<file path="src/rtl/multi_toggle_div_if.sv">
// rtl/multi_toggle_div_if.sv - control and waveform bundle for the multi-channel toggle divider
interface multi_toggle_div_if #(
  parameter int CH = 4,
  parameter int W  = 3
);
  logic [CH-1:0]   en;
  logic [CH*W-1:0] period;
  logic [CH-1:0]   sync_in;
  logic [CH-1:0]   out;
  logic [CH-1:0]   tick;

  modport master (
    output en, period, sync_in,
    input  out, tick
  );

  modport slave (
    input  en, period, sync_in,
    output out, tick
  );
endinterface

</file>
<file path="src/rtl/multi_toggle_div.sv">
// rtl/multi_toggle_div.sv - per-channel programmable toggle divider with resync trigger
module multi_toggle_div #(
  parameter int CH         = 4,
  parameter int W          = 3,
  parameter int DEF_PERIOD = 3,
  parameter int TRIG_EDGE  = 0
) (
  input  logic               clk,
  input  logic               rst_n,
  multi_toggle_div_if.slave  bus
);

  logic [CH-1:0] sq;
  logic [CH-1:0] sqq;
  logic [CH-1:0] out_q;
  logic [CH-1:0] tick_q;
  logic [CH-1:0] trig;
  logic [CH-1:0] fire;
  logic [W-1:0]  cnt [CH];
  logic [W-1:0]  lim [CH];

  // trig and term are OR-ed so a coincident pair yields one toggle, never two
  always_comb begin
    trig = (TRIG_EDGE != 0) ? (sq & ~sqq) : sq;
    fire = '0;
    for (int i = 0; i < CH; i++) begin
      fire[i] = trig[i] | (cnt[i] == lim[i]);
    end
  end

  always_ff @(posedge clk or negedge rst_n) begin
    if (!rst_n) begin
      sq     <= '0;
      sqq    <= '0;
      out_q  <= '0;
      tick_q <= '0;
      for (int i = 0; i < CH; i++) begin
        cnt[i] <= '0;
        lim[i] <= W'(DEF_PERIOD);
      end
    end else begin
      sq  <= bus.sync_in;
      sqq <= sq;
      for (int i = 0; i < CH; i++) begin
        // the limit is only reloaded at a wrap or while idle, so a mid-count
        // period change never reshapes the half-period in progress
        if (!bus.en[i]) begin
          cnt[i]    <= '0;
          lim[i]    <= bus.period[i*W +: W];
          tick_q[i] <= 1'b0;
        end else if (fire[i]) begin
          out_q[i]  <= ~out_q[i];
          tick_q[i] <= 1'b1;
          cnt[i]    <= '0;
          lim[i]    <= bus.period[i*W +: W];
        end else begin
          cnt[i]    <= cnt[i] + 1'b1;
          tick_q[i] <= 1'b0;
        end
      end
    end
  end

  assign bus.out  = out_q;
  assign bus.tick = tick_q;

endmodule

</file>
<file path="src/flat_wrapper.sv">
// flat-port wrapper written by rule: the top's interface ports become plain ports
module multi_toggle_div_flat 
#(
  parameter int CH         = 4,
  parameter int W          = 3,
  parameter int DEF_PERIOD = 3,
  parameter int TRIG_EDGE  = 0
)
  (clk, rst_n, bus_en, bus_period, bus_sync_in, bus_out, bus_tick);
  multi_toggle_div_if #(.CH(CH), .W(W)) bus_i ();
  input  logic clk;
  input  logic rst_n;
  input wire logic [$bits(bus_i.en)-1:0] bus_en;
  input wire logic [$bits(bus_i.period)-1:0] bus_period;
  input wire logic [$bits(bus_i.sync_in)-1:0] bus_sync_in;
  output wire logic [$bits(bus_i.out)-1:0] bus_out;
  output wire logic [$bits(bus_i.tick)-1:0] bus_tick;
  assign bus_i.en = bus_en;
  assign bus_i.period = bus_period;
  assign bus_i.sync_in = bus_sync_in;
  assign bus_out = bus_i.out;
  assign bus_tick = bus_i.tick;
  multi_toggle_div #(.CH(CH), .W(W), .DEF_PERIOD(DEF_PERIOD), .TRIG_EDGE(TRIG_EDGE)) u_core (.clk(clk), .rst_n(rst_n), .bus(bus_i));
endmodule
</file>
<file path="config.mk">
export PLATFORM = sky130hd
export DESIGN_NAME = multi_toggle_div_flat
export DESIGN_NICKNAME = d
export VERILOG_FILES = /design/src/rtl/multi_toggle_div_if.sv /design/src/rtl/multi_toggle_div.sv /design/src/flat_wrapper.sv
export SDC_FILE = /design/constraint.sdc
export NUM_CORES = 1
export LEC_CHECK = 0
export CORE_UTILIZATION = 53
export CTS_CLUSTER_SIZE = 12
export DETAILED_ROUTE_END_ITERATION = 7
export MAX_ROUTING_LAYER = met4
export PLACE_DENSITY = 0.79
export SLEW_MARGIN = 5
export SYNTH_ARGS = -nofsm -noshare
export SYNTH_HDL_FRONTEND = slang
export SYNTH_SLANG_ARGS = --single-unit
</file>
<file path="constraint.sdc">
create_clock -name clk -period 1.8 [get_ports clk]
set_input_delay 0.27 -clock clk [delete_from_list [all_inputs] [get_ports clk]]
set_output_delay 0.27 -clock clk [all_outputs]
set_load 0.02 [all_outputs]
</file>
-- Word level (Yosys, flattened, before mapping)
Cells that the tools add are included.
- $add $sub $neg: 4
- equality and inequality tests: 8
- multiplexer cells: 24
- bitwise operators: 8
- reductions and logical operators: 4
- operators with widths (operator ; number):
    3-bit 2-to-1 mux ; 16
    3-bit by 1-bit adder with 3-bit output, second input constant ; 4
    3-bit equality test ; 4
    1-bit 2-to-1 mux ; 8
    2-bit by 1-bit != test with 1-bit output, second input constant ; 4
    2-bit AND reduction ; 4
    1-bit inverter ; 4
    1-bit OR ; 4
- register bits after elaboration: 36
- input bits: 22
- output and inout port bits: 8
- word-level logic and storage cells: 62

-- Depth between registers and ports, before layout
- depth after elaboration: 4
- gate-level depth with buffers: 3
- depth with buffers taken out: 3

-- Worst setup path after synthesis
Ideal clock, no wire load.
- path type: flip-flop to flip-flop
- from: register u_core.lim[0] in the netlist's numbering
- to: register u_core.lim[2] in the netlist's numbering
- library setup time: 0.125 ns
- arrival time: 1.206 ns
- data required time: 1.675 ns
- path slack: 0.469 ns
- stages on the path, launching flop included: 4
- path buffers: 0
- clock period less this slack: 1.331 ns
- cells stage by stage: dfstp_2 -> xnor2_1 -> a31oi_2 -> mux2_2
- word-level cells in the longest chain between the ends: 3
- RTL lines (what ; RTL line ; text):
    from (decl) ; multi_toggle_div.sv:20 ; logic [W-1:0] lim [CH];
    from (signal, indexed assignment) ; multi_toggle_div.sv:39 ; lim[i] <= W'(DEF_PERIOD);
    from (signal, indexed assignment) ; multi_toggle_div.sv:49 ; lim[i] <= bus.period[i*W +: W];
    from (signal, indexed assignment) ; multi_toggle_div.sv:55 ; lim[i] <= bus.period[i*W +: W];
    3-bit equality test ; multi_toggle_div.sv:27 ; fire[i] = trig[i] | (cnt[i] == lim[i]);
    1-bit OR ; multi_toggle_div.sv:27 ;
    2-bit by 1-bit != test with 1-bit output (no line) ; - ;
No other way between the ends.
A chain may end at the register's enable or synchronous reset.

-- Worst setup path after layout
- from: register u_core.out_q[1], in the netlist u_core.bus.out[1]
- to: output port bus_out[1]
- RTL lines (what ; RTL line ; text):
    from (decl) ; multi_toggle_div.sv:15 ; logic [CH-1:0] out_q;
    from (signal, indexed assignment) ; multi_toggle_div.sv:52 ; out_q[i] <= ~out_q[i];
    to (decl) ; flat_wrapper.sv:16 ; output wire logic [$bits(bus_i.out)-1:0] bus_out;
No word-level cell between the ends.

==> flow_summary.ini <==
[final_layout]
post-route-util = 0.690
design_area_um2 = 2320
drive_above_1_share = 0.180
fillCellCount = 281
final_common_cell = clkdlybuf4s50_1
register_area_um2 = 911
num_antenna_cells = 0
final_nets = 225
syn2layout_area_growth_pct = 23.3
multi_input_area_um2 = 952
final_cell_mix = clkdlybuf4s50_1 (29), dfrtp_1 (28), xor2_1 (12)

[setup_path]
cp-end-kind = output port
crit_type = flop to output port
path_cells = clkdlybuf4s50_1
cp.required_ns = 1.53
cp_slowest_cell = clkdlybuf4s50_1
worst_path_dominant_cell_family = buffers and inverters
cpPeakStageDelay_ns = 0.64
critical_path.max_fanout = 4
cp.arrival_ns = 1.39
critPathBufInv = 1
critPathLaunchType = flop

[drt]
avgRoutedWirePerCell_um = 14.5
viasPerCell = 5.72
drt_wl_total_mm = 3.57
first_pass_iters = 4
vias = 1407
antenna_left = 0
drt_iter0_drc = 72
drc_errors = 0

[power_and_ir_drop]
ir_drop_mv = 0.582
switching_power_uw = 589
powerDensity_nw_per_um2 = 850
power_frac_comb = 0.253
p_leak_nw = 0.949
power_frac_clock = 0.244
p_seq_frac = 0.503
intPower_mw = 1.38
sw_frac_of_total = 0.299

[sta]
tns_ns = 0
period_share = 0.921
maxSlewHeadroom = 0.672
timing.hold.ws_ns = 0.338
final-hold-violation-count = 0
max_freq_mhz = 603
slew_violations = 0
worst_slew_pin_slew_ns = 0.488
rsz0062_at_grt = false
finalCriticalPeriod_ns = 1.66
clock_skew_ns = 0.00893
setup_violations = 0

[place]
hpwlAfterDp_mm = 2.73
place_area_um2 = 2250
portBuffers = 29
gp_congestion = 0.836

[logic_synthesis]
synth_fp_nets = 186
synth_ff_type = dfrtp_1
synth_cell_type_count = 33
syn-instance-count = 160
syn-cell-area_um2 = 1880
syn_avg_cell_area_um2 = 11.8
yosysWarnings = 0
synth_edf_count = 0
yosysSeqAreaShare = 0.484
synthArstFlopShare = 1.00
synth_seq_cells = 36

[job]
cap_violations = 0

[die]
ioPinCount = 30
rows = 21
core_um2 = 3360
die_w_um = 61.6
dieArea_um2 = 3790
initial_core_util = 0.560
die_h_um = 61.6

[cts]
numCtsBuffers = 5
cts_tree = done
cts_setup_buffers = 0
clkTransAtPathRegs_ns = 0.11
cts-htree-levels = 2
clk-insertion-delay-late_ns = 0.32
cts.sinks = 36
post_cts_resized = 0
clockBufferDepth = 2
hold_buffers = 0
cts_root_buf = clkbuf_4

[grt]
grt_pass1_vias = 1397
grt-ovfl-total = 0
grt_antenna_before_repair = 0
grt_max_degree = 37
grt_use_total = 0.224
grt_pass1_wl_mm = 5.95

[hold_path]
min_path_type = primary input to asynchronous set/reset pin

[status]
status = complete, no violations
==> power groups by stage <==
stage / combinational, mW / clock (mW) / sequential, mW
3_5_place_dp: 0.498 / 0 / 1.01
5_1_grt: 0.547 / 0.523 / 1.00
6_report: 0.499 / 0.481 / 0.992
4_1_cts: 0.501 / 0.494 / 0.991
2_1_floorplan: 0.263 / 0 / 1.03
3_3_place_gp: 0.479 / 0 / 0.998
==> synthesized netlist by cell type, types with 5 or more instances <==
| cell | count | area (µm²) |
|---|---|---|
| dfrtp_1 | 28 | 701 |
| xor2_1 | 12 | 105 |
| xnor2_1 | 11 | 96.3 |
| mux2_2 | 9 | 101 |
| nor2b_1 | 9 | 56.3 |
| dfstp_2 | 8 | 210 |
| nand4_1 | 8 | 50.1 |
| nor3_1 | 8 | 40.0 |
| nand2_1 | 6 | 22.5 |
| inv_1 | 5 | 18.8 |
| nand3_1 | 5 | 25.0 |
| o21ai_0 | 5 | 25.0 |
==> per-layer routing <==
| metal | wire, µm | track usage |
|---|---|---|
| met3 | 147 | 0.0483 |
| met2 | 1850 | 0.369 |
| met4 | 70 | 0.114 |
| met5 | 0 | - |
| met1 | 1500 | 0.257 |
==> registers in the layout (all words and copies together), names as in the netlist <==
| register | flops |
|---|---|
| u_core.cnt | 12 |
| u_core.lim | 12 |
| u_core.bus.tick | 4 |
| u_core.sq | 4 |
| u_core.bus.out | 4 |
==> path summary, 6_finish.rpt <==
kind | start | to | slack, ns | cells past startpoint
worst max register to register | u_core.cnt[9] | u_core.lim[10] | 0.34 | 3
min in group clk | bus_sync_in[3] | u_core.sq[3] | 0.37 | 1
worst min register to register | u_core.cnt[6] | u_core.cnt[6] | 0.54 | 1
max in group asynchronous | rst_n | u_core.lim[1] | 1.10 | 2
worst min-delay path | rst_n | u_core.bus.tick[0] | 0.34 | 2
worst max-delay path | u_core.bus.out[1] | bus_out[1] | 0.14 | 1
==> area by class of cell <==
class	instances	area share
sequential	36	0.392
clock buffer	8	0.0296
multi-input combinational	119	0.410
inverter	5	0.00809
timing repair buffer	32	0.135
tap	46	0.0248
==> metrics by stage <==
stage / cells / setup slack [ns] / total power, mW
6_report: 246 / 0.143 / 1.97
3_5_place_dp: 238 / 0.142 / 1.50
2_1_floorplan: 160 / 0.469 / 1.29
4_1_cts: 246 / 0.125 / 1.99
5_1_grt: 246 / 0.0792 / 2.08
3_3_place_gp: 238 / 0.218 / 1.48
==> logic make-up (layout without fill, tap and decap cells) <==
group | count (synthesis) | after routing | share of synthesized area
AO/OA/AOI/OAI | 30 | 30 | 0.134
XOR/XNOR | 25 | 25 | 0.124
adder cells (fa/ha/maj) | 4 | 4 | 0.0266
buffers and inverters | 5 | 45 | 0.00997
flip-flops | 36 | 36 | 0.484
multiplexers | 14 | 14 | 0.0838
AND/OR/NAND/NOR | 46 | 46 | 0.137
Note: power is estimated with default switching activity, not from simulation.
